$ cat src/rtl/mips_pkg.sv
// Shared encodings for the multicycle MIPS controller and datapath:
// opcode/funct codes, ALU control codes, mux selects and FSM state encoding.
package mips_pkg;

    // Opcodes (instr[31:26])
    localparam logic [5:0] OP_RTYPE = 6'b000000;
    localparam logic [5:0] OP_J     = 6'b000010;
    localparam logic [5:0] OP_BEQ   = 6'b000100;
    localparam logic [5:0] OP_BNE   = 6'b000101;
    localparam logic [5:0] OP_ADDI  = 6'b001000;
    localparam logic [5:0] OP_SLTI  = 6'b001010;
    localparam logic [5:0] OP_ANDI  = 6'b001100;
    localparam logic [5:0] OP_ORI   = 6'b001101;
    localparam logic [5:0] OP_LW    = 6'b100011;
    localparam logic [5:0] OP_SW    = 6'b101011;

    // R-type function codes (instr[5:0])
    localparam logic [5:0] FUNCT_MUL = 6'h18;
    localparam logic [5:0] FUNCT_ADD = 6'h20;
    localparam logic [5:0] FUNCT_SUB = 6'h22;
    localparam logic [5:0] FUNCT_AND = 6'h24;
    localparam logic [5:0] FUNCT_OR  = 6'h25;
    localparam logic [5:0] FUNCT_SLT = 6'h2A;

    // ALU control codes, shared with the datapath ALU
    localparam logic [2:0] ALUCTL_AND = 3'b000;
    localparam logic [2:0] ALUCTL_OR  = 3'b001;
    localparam logic [2:0] ALUCTL_ADD = 3'b010;
    localparam logic [2:0] ALUCTL_SUB = 3'b100;
    localparam logic [2:0] ALUCTL_MUL = 3'b101;
    localparam logic [2:0] ALUCTL_SLT = 3'b110;

    // ALU B operand select
    localparam logic [1:0] SRCB_B      = 2'b00;
    localparam logic [1:0] SRCB_FOUR   = 2'b01;
    localparam logic [1:0] SRCB_IMM    = 2'b10;
    localparam logic [1:0] SRCB_BRANCH = 2'b11;

    // Next-PC select
    localparam logic [1:0] PCSRC_ALURESULT = 2'b00;
    localparam logic [1:0] PCSRC_ALUOUT    = 2'b01;
    localparam logic [1:0] PCSRC_JUMP      = 2'b10;

    // Values 12-15 are unreachable and recover to S_FETCH
    typedef enum logic [3:0] {
        S_FETCH  = 4'd0,
        S_DECODE = 4'd1,
        S_MEMADR = 4'd2,
        S_MEMRD  = 4'd3,
        S_MEMWB  = 4'd4,
        S_MEMWR  = 4'd5,
        S_EXEC   = 4'd6,
        S_ALUWB  = 4'd7,
        S_BRANCH = 4'd8,
        S_IEXEC  = 4'd9,
        S_IWB    = 4'd10,
        S_JUMP   = 4'd11
    } state_t;

    typedef enum logic [1:0] {
        ALUOP_ADD   = 2'd0,
        ALUOP_SUB   = 2'd1,
        ALUOP_FUNCT = 2'd2,
        ALUOP_IMM   = 2'd3
    } aluop_t;

    // Per-state control word before reset gating and the PCEn combine
    typedef struct packed {
        logic       iord;
        logic       memwrite;
        logic       irwrite;
        logic       regdst;
        logic       memtoreg;
        logic       regwrite;
        logic       alusrca;
        logic [1:0] alusrcb;
        logic       immzext;
        logic       alu_en;
        logic [1:0] pcsrc;
        logic       pcwrite;
        logic       branch;
        logic       branchne;
        logic       instrdone;
    } ctrl_t;

endpackage

$ cat src/rtl/mips_alu_decoder.sv
// Combinational ALU decoder: maps the FSM's ALU-op class plus Funct/Op
// to the 3-bit ALUControl, and flags whether an R-type Funct is known.
module mips_alu_decoder
    import mips_pkg::*;
#(
    parameter bit ENABLE_MUL = 1'b1
) (
    input  aluop_t     AluOp,
    input  logic [5:0] Funct,
    input  logic [5:0] Op,
    output logic [2:0] ALUControl,
    output logic       FunctValid
);

    // NOTE: every output gets a default before the case so no path can infer a latch.
    always_comb begin
        ALUControl = ALUCTL_ADD;
        FunctValid = 1'b0;
        case (AluOp)
            ALUOP_ADD: ALUControl = ALUCTL_ADD;
            ALUOP_SUB: ALUControl = ALUCTL_SUB;
            ALUOP_FUNCT: begin
                // Unknown Funct executes as a NOP, so drive a quiet code
                ALUControl = ALUCTL_AND;
                FunctValid = 1'b1;
                case (Funct)
                    FUNCT_ADD: ALUControl = ALUCTL_ADD;
                    FUNCT_SUB: ALUControl = ALUCTL_SUB;
                    FUNCT_AND: ALUControl = ALUCTL_AND;
                    FUNCT_OR:  ALUControl = ALUCTL_OR;
                    FUNCT_SLT: ALUControl = ALUCTL_SLT;
                    FUNCT_MUL: begin
                        if (ENABLE_MUL) ALUControl = ALUCTL_MUL;
                        else            FunctValid = 1'b0;
                    end
                    default:   FunctValid = 1'b0;
                endcase
            end
            ALUOP_IMM: begin
                case (Op)
                    OP_ANDI: ALUControl = ALUCTL_AND;
                    OP_ORI:  ALUControl = ALUCTL_OR;
                    OP_SLTI: ALUControl = ALUCTL_SLT;
                    default: ALUControl = ALUCTL_ADD;
                endcase
            end
            default: ALUControl = ALUCTL_ADD;
        endcase
    end

endmodule

$ cat src/rtl/mips_multicycle_ctrl.sv
// Multicycle MIPS main controller: Moore FSM on Op driving every datapath
// select/strobe, with an ALU decoder and the PCEn branch gate.
module mips_multicycle_ctrl
    import mips_pkg::*;
#(
    parameter bit ENABLE_MUL = 1'b1,
    parameter bit ENABLE_BNE = 1'b1
) (
    input  logic       clk,
    input  logic       rst_n,
    input  logic [5:0] Op,
    input  logic [5:0] Funct,
    input  logic       Zero,
    output logic       IorD,
    output logic       MemWrite,
    output logic       IRWrite,
    output logic       RegDst,
    output logic       MemtoReg,
    output logic       RegWrite,
    output logic       ALUSrcA,
    output logic [1:0] ALUSrcB,
    output logic       ImmZext,
    output logic [2:0] ALUControl,
    output logic [1:0] PCSrc,
    output logic       PCEn,
    output logic       InstrDone,
    output logic [3:0] state_o
);

    state_t     state;
    state_t     state_next;
    ctrl_t      ctrl;
    aluop_t     aluop;
    logic [2:0] dec_alu;
    logic       funct_valid;
    logic       is_bne;
    logic       is_itype;

    assign is_bne   = ENABLE_BNE && (Op == OP_BNE);
    assign is_itype = (Op == OP_ADDI) || (Op == OP_ANDI) ||
                      (Op == OP_ORI)  || (Op == OP_SLTI);

    // NOTE: state registers use non-blocking assignments so every flop samples pre-edge values.
    always_ff @(posedge clk or negedge rst_n) begin
        if (!rst_n) state <= S_FETCH;
        else        state <= state_next;
    end

    // ALU-op class depends on state alone, kept apart from the next-state block
    always_comb begin
        case (state)
            S_EXEC:   aluop = ALUOP_FUNCT;
            S_BRANCH: aluop = ALUOP_SUB;
            S_IEXEC:  aluop = ALUOP_IMM;
            default:  aluop = ALUOP_ADD;
        endcase
    end

    mips_alu_decoder #(
        .ENABLE_MUL (ENABLE_MUL)
    ) u_alu_decoder (
        .AluOp      (aluop),
        .Funct      (Funct),
        .Op         (Op),
        .ALUControl (dec_alu),
        .FunctValid (funct_valid)
    );

    always_comb begin
        ctrl       = '0;
        state_next = S_FETCH;
        case (state)
            S_FETCH: begin
                ctrl.irwrite = 1'b1;
                ctrl.pcwrite = 1'b1;
                ctrl.alusrcb = SRCB_FOUR;
                ctrl.alu_en  = 1'b1;
                ctrl.pcsrc   = PCSRC_ALURESULT;
                state_next   = S_DECODE;
            end
            S_DECODE: begin
                ctrl.alusrcb = SRCB_BRANCH;
                ctrl.alu_en  = 1'b1;
                if (Op == OP_LW || Op == OP_SW)      state_next = S_MEMADR;
                else if (Op == OP_RTYPE)             state_next = S_EXEC;
                else if (Op == OP_BEQ || is_bne)     state_next = S_BRANCH;
                else if (is_itype)                   state_next = S_IEXEC;
                else if (Op == OP_J)                 state_next = S_JUMP;
                else                                 state_next = S_FETCH;
            end
            S_MEMADR: begin
                ctrl.alusrca = 1'b1;
                ctrl.alusrcb = SRCB_IMM;
                ctrl.alu_en  = 1'b1;
                if (Op == OP_LW)      state_next = S_MEMRD;
                else if (Op == OP_SW) state_next = S_MEMWR;
                else                  state_next = S_FETCH;
            end
            S_MEMRD: begin
                ctrl.iord  = 1'b1;
                state_next = S_MEMWB;
            end
            S_MEMWB: begin
                ctrl.memtoreg  = 1'b1;
                ctrl.regwrite  = 1'b1;
                ctrl.instrdone = 1'b1;
            end
            S_MEMWR: begin
                ctrl.iord      = 1'b1;
                ctrl.memwrite  = 1'b1;
                ctrl.instrdone = 1'b1;
            end
            S_EXEC: begin
                ctrl.alusrca = 1'b1;
                ctrl.alusrcb = SRCB_B;
                ctrl.alu_en  = 1'b1;
                if (funct_valid) state_next = S_ALUWB;
                else             ctrl.instrdone = 1'b1;
            end
            S_ALUWB: begin
                ctrl.regdst    = 1'b1;
                ctrl.regwrite  = 1'b1;
                ctrl.instrdone = 1'b1;
            end
            S_BRANCH: begin
                ctrl.alusrca   = 1'b1;
                ctrl.alu_en    = 1'b1;
                ctrl.pcsrc     = PCSRC_ALUOUT;
                ctrl.branch    = (Op == OP_BEQ);
                ctrl.branchne  = is_bne;
                ctrl.instrdone = 1'b1;
            end
            S_IEXEC: begin
                ctrl.alusrca = 1'b1;
                ctrl.alusrcb = SRCB_IMM;
                ctrl.alu_en  = 1'b1;
                ctrl.immzext = (Op == OP_ANDI) || (Op == OP_ORI);
                state_next   = S_IWB;
            end
            S_IWB: begin
                ctrl.regwrite  = 1'b1;
                ctrl.instrdone = 1'b1;
            end
            S_JUMP: begin
                ctrl.pcsrc     = PCSRC_JUMP;
                ctrl.pcwrite   = 1'b1;
                ctrl.instrdone = 1'b1;
            end
            default: state_next = S_FETCH;
        endcase
    end

    // NOTE: rst_n gates every output combinationally, so strobes drop the instant reset asserts.
    assign IorD       = rst_n & ctrl.iord;
    assign MemWrite   = rst_n & ctrl.memwrite;
    assign IRWrite    = rst_n & ctrl.irwrite;
    assign RegDst     = rst_n & ctrl.regdst;
    assign MemtoReg   = rst_n & ctrl.memtoreg;
    assign RegWrite   = rst_n & ctrl.regwrite;
    assign ALUSrcA    = rst_n & ctrl.alusrca;
    assign ALUSrcB    = rst_n ? ctrl.alusrcb : 2'b00;
    assign ImmZext    = rst_n & ctrl.immzext;
    assign ALUControl = (rst_n && ctrl.alu_en) ? dec_alu : 3'b000;
    assign PCSrc      = rst_n ? ctrl.pcsrc : 2'b00;
    assign PCEn       = rst_n & (ctrl.pcwrite | (ctrl.branch & Zero) | (ctrl.branchne & ~Zero));
    assign InstrDone  = rst_n & ctrl.instrdone;
    assign state_o    = rst_n ? state : 4'd0;

endmodule

$ cat config.mk
export PLATFORM = sky130hd
export DESIGN_NAME = mips_multicycle_ctrl
export DESIGN_NICKNAME = d
export VERILOG_FILES = /design/src/rtl/mips_pkg.sv /design/src/rtl/mips_alu_decoder.sv /design/src/rtl/mips_multicycle_ctrl.sv
export SDC_FILE = /design/constraint.sdc
export NUM_CORES = 1
export LEC_CHECK = 0
export ABC_CLOCK_PERIOD_IN_PS = 1200
export BUFFER_PORTS_ARGS = -buffer_cell sky130_fd_sc_hd__buf_4
export CAP_MARGIN = 10
export CORE_MARGIN = 3
export CORE_UTILIZATION = 40
export CTS_CLUSTER_SIZE = 10
export DETAILED_ROUTE_END_ITERATION = 8
export PLACE_DENSITY = 0.74
export SLEW_MARGIN = 10
export SYNTH_ARGS = -nofsm -noshare
export SYNTH_HDL_FRONTEND = slang
export SYNTH_SLANG_ARGS = --single-unit
$ cat constraint.sdc
create_clock -name clk -period 1.2 [get_ports clk]
set_input_delay 0.18 -clock clk [delete_from_list [all_inputs] [get_ports clk]]
set_output_delay 0.18 -clock clk [all_outputs]
set_load 0.02 [all_outputs]
==> flow_summary.yaml, run 1 <==
run_status:
  run_status: "aborted with a tool error"
  outcome.stop_stage: "4_1_cts"
  error: "[ERROR DPL-0038] Utilization greater than 100%, impossible to legalize"
clock_network:
  clockRootBuffer: "sky130_fd_sc_hd__clkbuf_4"
  htree_num_levels: 1
  cts_resized: 46
  number_of_buffers_added_by_the_clock_tree_synthesis_step: 3
  cts_post_setup_buffers_inserted: 8
  clk_path_buf_depth: 2
  cts_num_sinks: 4
  cts.hold.buffers_added: 1
floorplanning:
  dieHeight_um: 48.2
  die_w_um: 48.2
  rows: 14
  num_io_pins: 36
  floorplan.initialDensity: 0.447
logic_synthesis:
  synthesis.area_um2: 713
  netlist_top_cells_area: "sky130_fd_sc_hd__dfrtp_1 14%, sky130_fd_sc_hd__nor2_1 10%, sky130_fd_sc_hd__nor3_1 4.2%, sky130_fd_sc_hd__o21ai_1 4.2%, sky130_fd_sc_hd__nand2_1 3.7%"
  yosysMostFrequentCell: "sky130_fd_sc_hd__nor2_1"
  synth_edf_count: 0
  yosysWarnings: 0
  syn-instance-count: 105
  synth_sequential_area_ratio: 0.140
  synthesized_net_count: 120
  yosys_top_cell_area_share: 0.140
  synth_cell_types: 46
  synthFlopType: "sky130_fd_sc_hd__dfrtp_1"
  ys_seq_elements: 4
  synth_top_cells_by_count: "19 x sky130_fd_sc_hd__nor2_1, 7 x sky130_fd_sc_hd__nand2_1, 6 x sky130_fd_sc_hd__nor3_1, 6 x sky130_fd_sc_hd__o21ai_1"
  asyncSetResetFlopFracSynth: 1.00
  postSynthAreaPerCell_um2: 6.79
  synth.largest_area_cell: "sky130_fd_sc_hd__dfrtp_1"
placed_design:
  routability_congestion_estimate_from_global_placement: 0.813
  placed_cells_incl_taps: 204
  hpwlAfterDp_mm: 2.80
  buffer_ports.inserted: 35
## cell families after synthesis
logic type	synth area share
AO/OA/AOI/OAI	0.307
XOR/XNOR	0.0368
buffers and inverters	0.0596
flip-flops	0.140
AND/OR/NAND/NOR	0.456
## per-stage QoR
step / setup slack, ns / instance area, um2
floorplan: -0.184 / 882
global placement: -0.260 / 1470
detailed placement: -0.359 / 1470
==> run 2: changes to the inputs <==
ABC_CLOCK_PERIOD_IN_PS = 1600   (was 1200)
CORE_AREA = 3 3 64 66   (was not set)
CORE_MARGIN = not set   (was 3)
CORE_UTILIZATION = not set   (was 40)
CTS_CLUSTER_SIZE = not set   (was 10)
DIE_AREA = 0 0 67 69   (was not set)
PLACE_DENSITY = not set   (was 0.74)
PLACE_DENSITY_LB_ADDON = 0.15   (was not set)
clock period = 1.6 ns   (was 1.2 ns; I/O delays follow)
==> run 2 against run 1 <==
The flow now finishes, with violations (negative setup slack). Synthesized cell count did not move. Area after synthesis did not move.
==> flow_summary.yaml, run 2 <==
clock_network:
  clk_path_buf_depth: 2
  clockRootBuffer: "sky130_fd_sc_hd__clkbuf_8"
  cts_num_sinks: 4
  cts_tree: "built"
  htree_num_levels: 1
  clkLatencyLatePin_ns: 0.22
  number_of_buffers_added_by_the_clock_tree_synthesis_step: 3
  clk_transition_reported_paths_ns: 0.03
final_layout:
  design.final.nets: 190
  area_growth_pct: 114
  drive_gt1_frac: 0.636
  diodes: 0
  most_frequent_standard_cell_in_the_layout_excluding_fill_and_tap_cells: "sky130_fd_sc_hd__buf_4"
  largestRegisters: "state: 4 flops"
  top_register: "state"
  largest_register_ffs: 4
  layout.cells.most_common_list: "55 x sky130_fd_sc_hd__buf_4, 14 x sky130_fd_sc_hd__buf_6, 11 x sky130_fd_sc_hd__nor2_1"
routing:
  routed_wire_length_per_instance_um: 13.4
  antenna_violating_nets_post_route: 0
  detail_route.vias_per_cell: 4.72
  post-route-drc-count: 0
  via_count: 1043
  first_iter_violations: 30
  drtPass1Iterations: 4
  finalWirelength_mm: 2.97
logic_synthesis:
  yosysWarnings: 0
  synth-xor-area-share: 0.0368
  yosysMostFrequentCell: "sky130_fd_sc_hd__nor2_1"
  yosys_top_cell_area_share: 0.140
  synth_top_family_by_area: "simple AND/OR/NAND/NOR gates"
  synth_edf_count: 0
  synthMuxAreaShare: 0
  compound_gate_fraction_of_synth_area: 0.307
  asyncSetResetFlopFracSynth: 1.00
  synth_cell_types: 46
  synth.largest_area_cell: "sky130_fd_sc_hd__dfrtp_1"
  netlist_top_cells_area: "sky130_fd_sc_hd__dfrtp_1 14%, sky130_fd_sc_hd__nor2_1 10%, sky130_fd_sc_hd__nor3_1 4.2%, sky130_fd_sc_hd__o21ai_1 4.2%, sky130_fd_sc_hd__nand2_1 3.7%"
  synth_sequential_area_ratio: 0.140
  synthesized_net_count: 120
  synthFlopType: "sky130_fd_sc_hd__dfrtp_1"
  synth_adder_area_share: 0
  syn-instance-count: 105
  synth_top_cells_by_count: "19 x sky130_fd_sc_hd__nor2_1, 7 x sky130_fd_sc_hd__nand2_1, 6 x sky130_fd_sc_hd__nor3_1, 6 x sky130_fd_sc_hd__o21ai_1"
  ys_seq_elements: 4
  synthesis.area_um2: 713
  synth-simple-area-share: 0.456
  postSynthAreaPerCell_um2: 6.79
placed_design:
  routability_congestion_estimate_from_global_placement: 0.743
  hpwlAfterDp_mm: 2.17
  buffer_ports.inserted: 35
  placement.setup.worst_slack_ns: -0.0230
grt:
  largest_net_degree_at_the_start_of_global_routing: 11
  overflow: 0
  vias_in_the_first_global_route: 1034
  grt_pass1_wl_mm: 4.62
  number_of_antenna_violations_at_the_first_check_in_global_routing: 0
  grt_usage: 0.125
floorplanning:
  num_io_pins: 36
  dieHeight_um: 69
  rows: 22
  die_w_um: 67
  floorplan.die_area_um2: 4620
  core_area_um2: 3630
  floorplan.initialDensity: 0.196
worst_setup_path:
  worstPathArrival_ns: 1.43
  start_kind: "register"
  timing_worst_setup_path_type: "reg2out"
  timing.reg2reg.setup_slack_ns: 0.24
  worst_r2r_endpoint: "state[1]"
  critPathMaxFanout: 4
  crit_end: "MemtoReg"
  reg2reg_from: "state[2]"
  r2r_cells: 6
  setup.worst_path.end_class: "output pin"
  crit_required_ns: 1.36
  worst_setup_path_startpoint: "state[1]"
timing:
  final-hold-violation-count: 0
  layout_setup_ws_ns: -0.0746
  grt_setup_unrepaired: "true"
  final_setup_violation_count: 11
  max_slew.worst_pin.slew_ns: 0.423
  final_period_minus_worst_setup_slack_ns: 1.67
  clock-skew-final_ns: 0.000127
  fmax_mhz: 597
  post-route-period-util: 1.05
  final_max_slew_viol_count: 0
  relSlewSlack: 0.716
run:
  max-cap-violations: 0
pwr:
  static_leakage_nw: 0.646
  power.density_nw_per_um2: 988
  power.ir.vdd_worst_mv: 0.294
  finalPower_mw: 1.51
worst_hold_path:
  worst_hold_startpoint: "Op[3]"
  holdCritPathClass: "in2reg"
run_status:
  violations: "negative setup slack"
  run_status: "complete, but fails checks"
-- run 2: cell counts after synthesis --
Identical to the previous run, type by type.
-- run 2: critical path, cell delays in order, from the launching register on --
cell	delay (ns)
sky130_fd_sc_hd__dfrtp_2	0.43
sky130_fd_sc_hd__buf_6	0.14
sky130_fd_sc_hd__or3_4	0.43
sky130_fd_sc_hd__nor2_4	0.10
sky130_fd_sc_hd__buf_6	0.12
-- run 2: cell families (layout without fill, tap and decap cells) --
family | Yosys count | after routing
AOI/OAI and AO/OA | 31 | 31
buffers and inverters | 10 | 78
xor gates and xnor gates | 3 | 3
and+or+nand+nor | 57 | 57
DFF | 4 | 4
-- run 2: layout make-up --
type                       instances  area [um2]
clock buffer                       3        41.3
fill                             397        2100
inverter                           5        18.8
multi-input combinational         91         724
sequential                         4         104
tap                               48        60.1
timing repair buffer              70         581
-- run 2: report_power, final --
part | internal, mW | switching, mW
Combinational | 0.570 | 0.558
Clock | 0.161 | 0.0544
Sequential | 0.132 | 0.0370
Total | 0.862 | 0.649
-- run 2: worst min-delay path by stage --
| stage | slack (ns) | cells after the start | end |
|---|---|---|---|
| 3_5_place_dp | 0.08 | 1 | state[2] |
| 6_report | 0.40 | 4 | state[1] |
| 3_3_place_gp | 0.08 | 1 | state[2] |
| 4_1_cts | 0.39 | 4 | state[1] |
| 2_1_floorplan | -0.06 | 0 | state[0] |
| 5_1_grt | 0.42 | 4 | state[1] |
-- run 2: timing repair --
action                                  in CTS  in global routing
hold endpoints to repair                     4                  0
endpoints found under the setup margin      14                 15
hold buffers                                 1                  0
cloned                                       1                  0
resized for setup                           31                 21
buffers inserted                             9                  4
pin swaps                                    7                  8
-- run 2: per-layer routing --
layer / share of wire / vias to the layer above / track usage
li1: - / 526 / -
met1: 0.47 / 475 / 0.171
met2: 0.47 / 40 / 0.205
met3: 0.054 / 2 / 0.0179
met4: 0.0061 / 0 / 0.0270
met5: 0 / - / 0
-- run 2: per-stage QoR --
step	setup TNS, ns	util	hold WS (ns)	area (um2)	instances
finish	-0.525	0.421	0.398	1530	221
detailed placement	-0.0230	0.323	0.0839	1170	203
global route	-1.24	0.421	0.416	1530	221
floorplan	-0.00709	-	-0.0556	726	105
global placement	-0.0108	0.323	0.0836	1170	203
CTS	-0.494	0.387	0.390	1410	217
(Power assumes the default switching activity.)
==> run 3: changes to the inputs <==
RECOVER_POWER = 50   (was not set)
==> run 3 against run 2 <==
Sequential share of layout area stayed put. Utilization unchanged. Sequential power hardly changed. Clock skew stayed put. Cell count unchanged. Global-route usage did not move. Critical path depth unchanged. Largest cell class unchanged. The flow still finishes with violations (negative setup slack). Non-clock buffer count unchanged. Routed wire length is the same. Final area stayed put.
==> flow_summary.yaml, run 3 (same netlist as run 2, synthesis figures left out) <==
run_status:
  run_status: "complete, but fails checks"
  violations: "negative setup slack"
final_layout:
  final-instance-count-excl-fill: 221
  top_register: "state"
  most_frequent_standard_cell_in_the_layout_excluding_fill_and_tap_cells: "sky130_fd_sc_hd__buf_4"
  design.final.nets: 190
  layout.cells.most_common_list: "55 x sky130_fd_sc_hd__buf_4, 14 x sky130_fd_sc_hd__buf_6, 11 x sky130_fd_sc_hd__nor2_1"
  area_growth_pct: 114
  finalInstanceArea_um2: 1530
  drive_gt1_frac: 0.630
  diodes: 0
  largest_register_ffs: 4
  largestRegisters: "state: 4 flops"
timing:
  relSlewSlack: 0.716
  clock-skew-final_ns: 0.000127
  final-hold-violation-count: 0
  final_max_slew_viol_count: 0
  post-route-period-util: 1.05
  max_slew.worst_pin.slew_ns: 0.423
  final_period_minus_worst_setup_slack_ns: 1.67
  timing.hold.ws_ns: 0.398
  fmax_mhz: 597
  final_setup_violation_count: 11
  layout_setup_ws_ns: -0.0746
  grt_setup_unrepaired: "true"
pwr:
  power.density_nw_per_um2: 988
  power.ir.vdd_worst_mv: 0.293
  static_leakage_nw: 0.646
routing:
  first_iter_violations: 29
  finalWirelength_mm: 2.97
  antenna_violating_nets_post_route: 0
  detail_route.vias_per_cell: 4.72
  via_count: 1043
  routed_wire_length_per_instance_um: 13.4
  drtPass1Iterations: 4
  post-route-drc-count: 0
worst_setup_path:
  timing_worst_setup_path_type: "reg2out"
  critPathSlowestCell: "sky130_fd_sc_hd__dfrtp_2"
  crit_required_ns: 1.36
  setup.worst_path.end_class: "output pin"
  critPathMostFrequentCell: "sky130_fd_sc_hd__buf_6"
  critical_path_max_stage_delay_ns: 0.43
  timing.critical_path.cells: "buf_6, or3_4, nor2_4, buf_6"
  worstPathArrival_ns: 1.43
  start_kind: "register"
  critPathMaxFanout: 4
floorplanning:
  die_w_um: 67
  num_io_pins: 36
  floorplan.initialDensity: 0.196
  core_area_um2: 3630
  floorplan.die_area_um2: 4620
  dieHeight_um: 69
  rows: 22
placed_design:
  routability_congestion_estimate_from_global_placement: 0.743
  hpwlAfterDp_mm: 2.17
  buffer_ports.inserted: 35
  placed_cells_incl_taps: 203
  placed_area_um2: 1170
clock_network:
  clkLatencyLatePin_ns: 0.22
  number_of_buffers_added_by_the_clock_tree_synthesis_step: 3
  htree_num_levels: 1
  cts_num_sinks: 4
  clk_path_buf_depth: 2
  clk_transition_reported_paths_ns: 0.03
  clockRootBuffer: "sky130_fd_sc_hd__clkbuf_8"
  cts_tree: "built"
grt:
  met2_usage: 0.205
  largest_net_degree_at_the_start_of_global_routing: 11
  vias_in_the_first_global_route: 1034
  grt_util_met3: 0.0179
  grt_usage: 0.125
  grt.met1_usage: 0.171
  grt_most_used_layer: "met2"
  overflow: 0
  number_of_antenna_violations_at_the_first_check_in_global_routing: 0
  grt_pass1_wl_mm: 4.62
run:
  max-cap-violations: 0
worst_hold_path:
  holdCritPathClass: "in2reg"
==> run 3: final cells by class <==
cell class | instances | area, um2
Tap cell | 48 | 60.1
Timing Repair Buffer | 70 | 581
Fill cell | 397 | 2100
Multi-Input combinational cell | 91 | 724
Inverter | 5 | 18.8
Sequential cell | 4 | 104
Clock buffer | 3 | 41.3
==> run 3: metrics by stage <==
stage	utilization	setup WS (ns)	power, mW	setup TNS, ns
final	0.421	-0.0746	1.51	-0.525
after global routing	0.421	-0.132	1.61	-1.24
after CTS	0.387	-0.0665	1.40	-0.494
after detailed placement	0.323	-0.0230	0.963	-0.0230
after global placement	0.323	-0.0108	0.961	-0.0108
after floorplan	-	-0.00709	0.598	-0.00709
==> run 3: what timing repair did <==
action,CTS,global route
setup endpoints to repair,14,15
resized for setup,31,21
hold buffers,1,0
gates cloned,1,0
setup buffers,9,4
pin swaps,7,8
hold endpoints to repair,4,0
==> run 3: path summary, 6_finish.rpt <==
| check | start | to | slack [ns] | cells after the start |
|---|---|---|---|---|
| worst min-delay path | Op[3] | state[1] | 0.40 | 4 |
| worst min register to register | state[2] | state[3] | 0.59 | 2 |
| max in group asynchronous | rst_n | state[2] | 0.88 | 2 |
| worst max register to register | state[2] | state[1] | 0.24 | 6 |
| worst max-delay path | state[1] | MemtoReg | -0.07 | 4 |
| min in group asynchronous | rst_n | state[0] | 0.51 | 2 |
==> run 3: layer usage <==
layer  part of all wire  wire length, um
met1               0.47             1390
met2               0.47             1400
met3              0.054              161
met4             0.0061               18
met5                  0                0
==> run 3: where the power goes <==
part | internal (mW) | total, mW | switching (mW)
Clock | 0.161 | 0.215 | 0.0544
Combinational | 0.569 | 1.13 | 0.557
Sequential | 0.132 | 0.169 | 0.0370
==> run 3: worst max-delay path, delay by kind of cell, from the launching register on <==
family,cells,cell delay [ns]
AND/OR/NAND/NOR,2,0.53
buffers and inverters,2,0.26
flip-flops,1,0.43
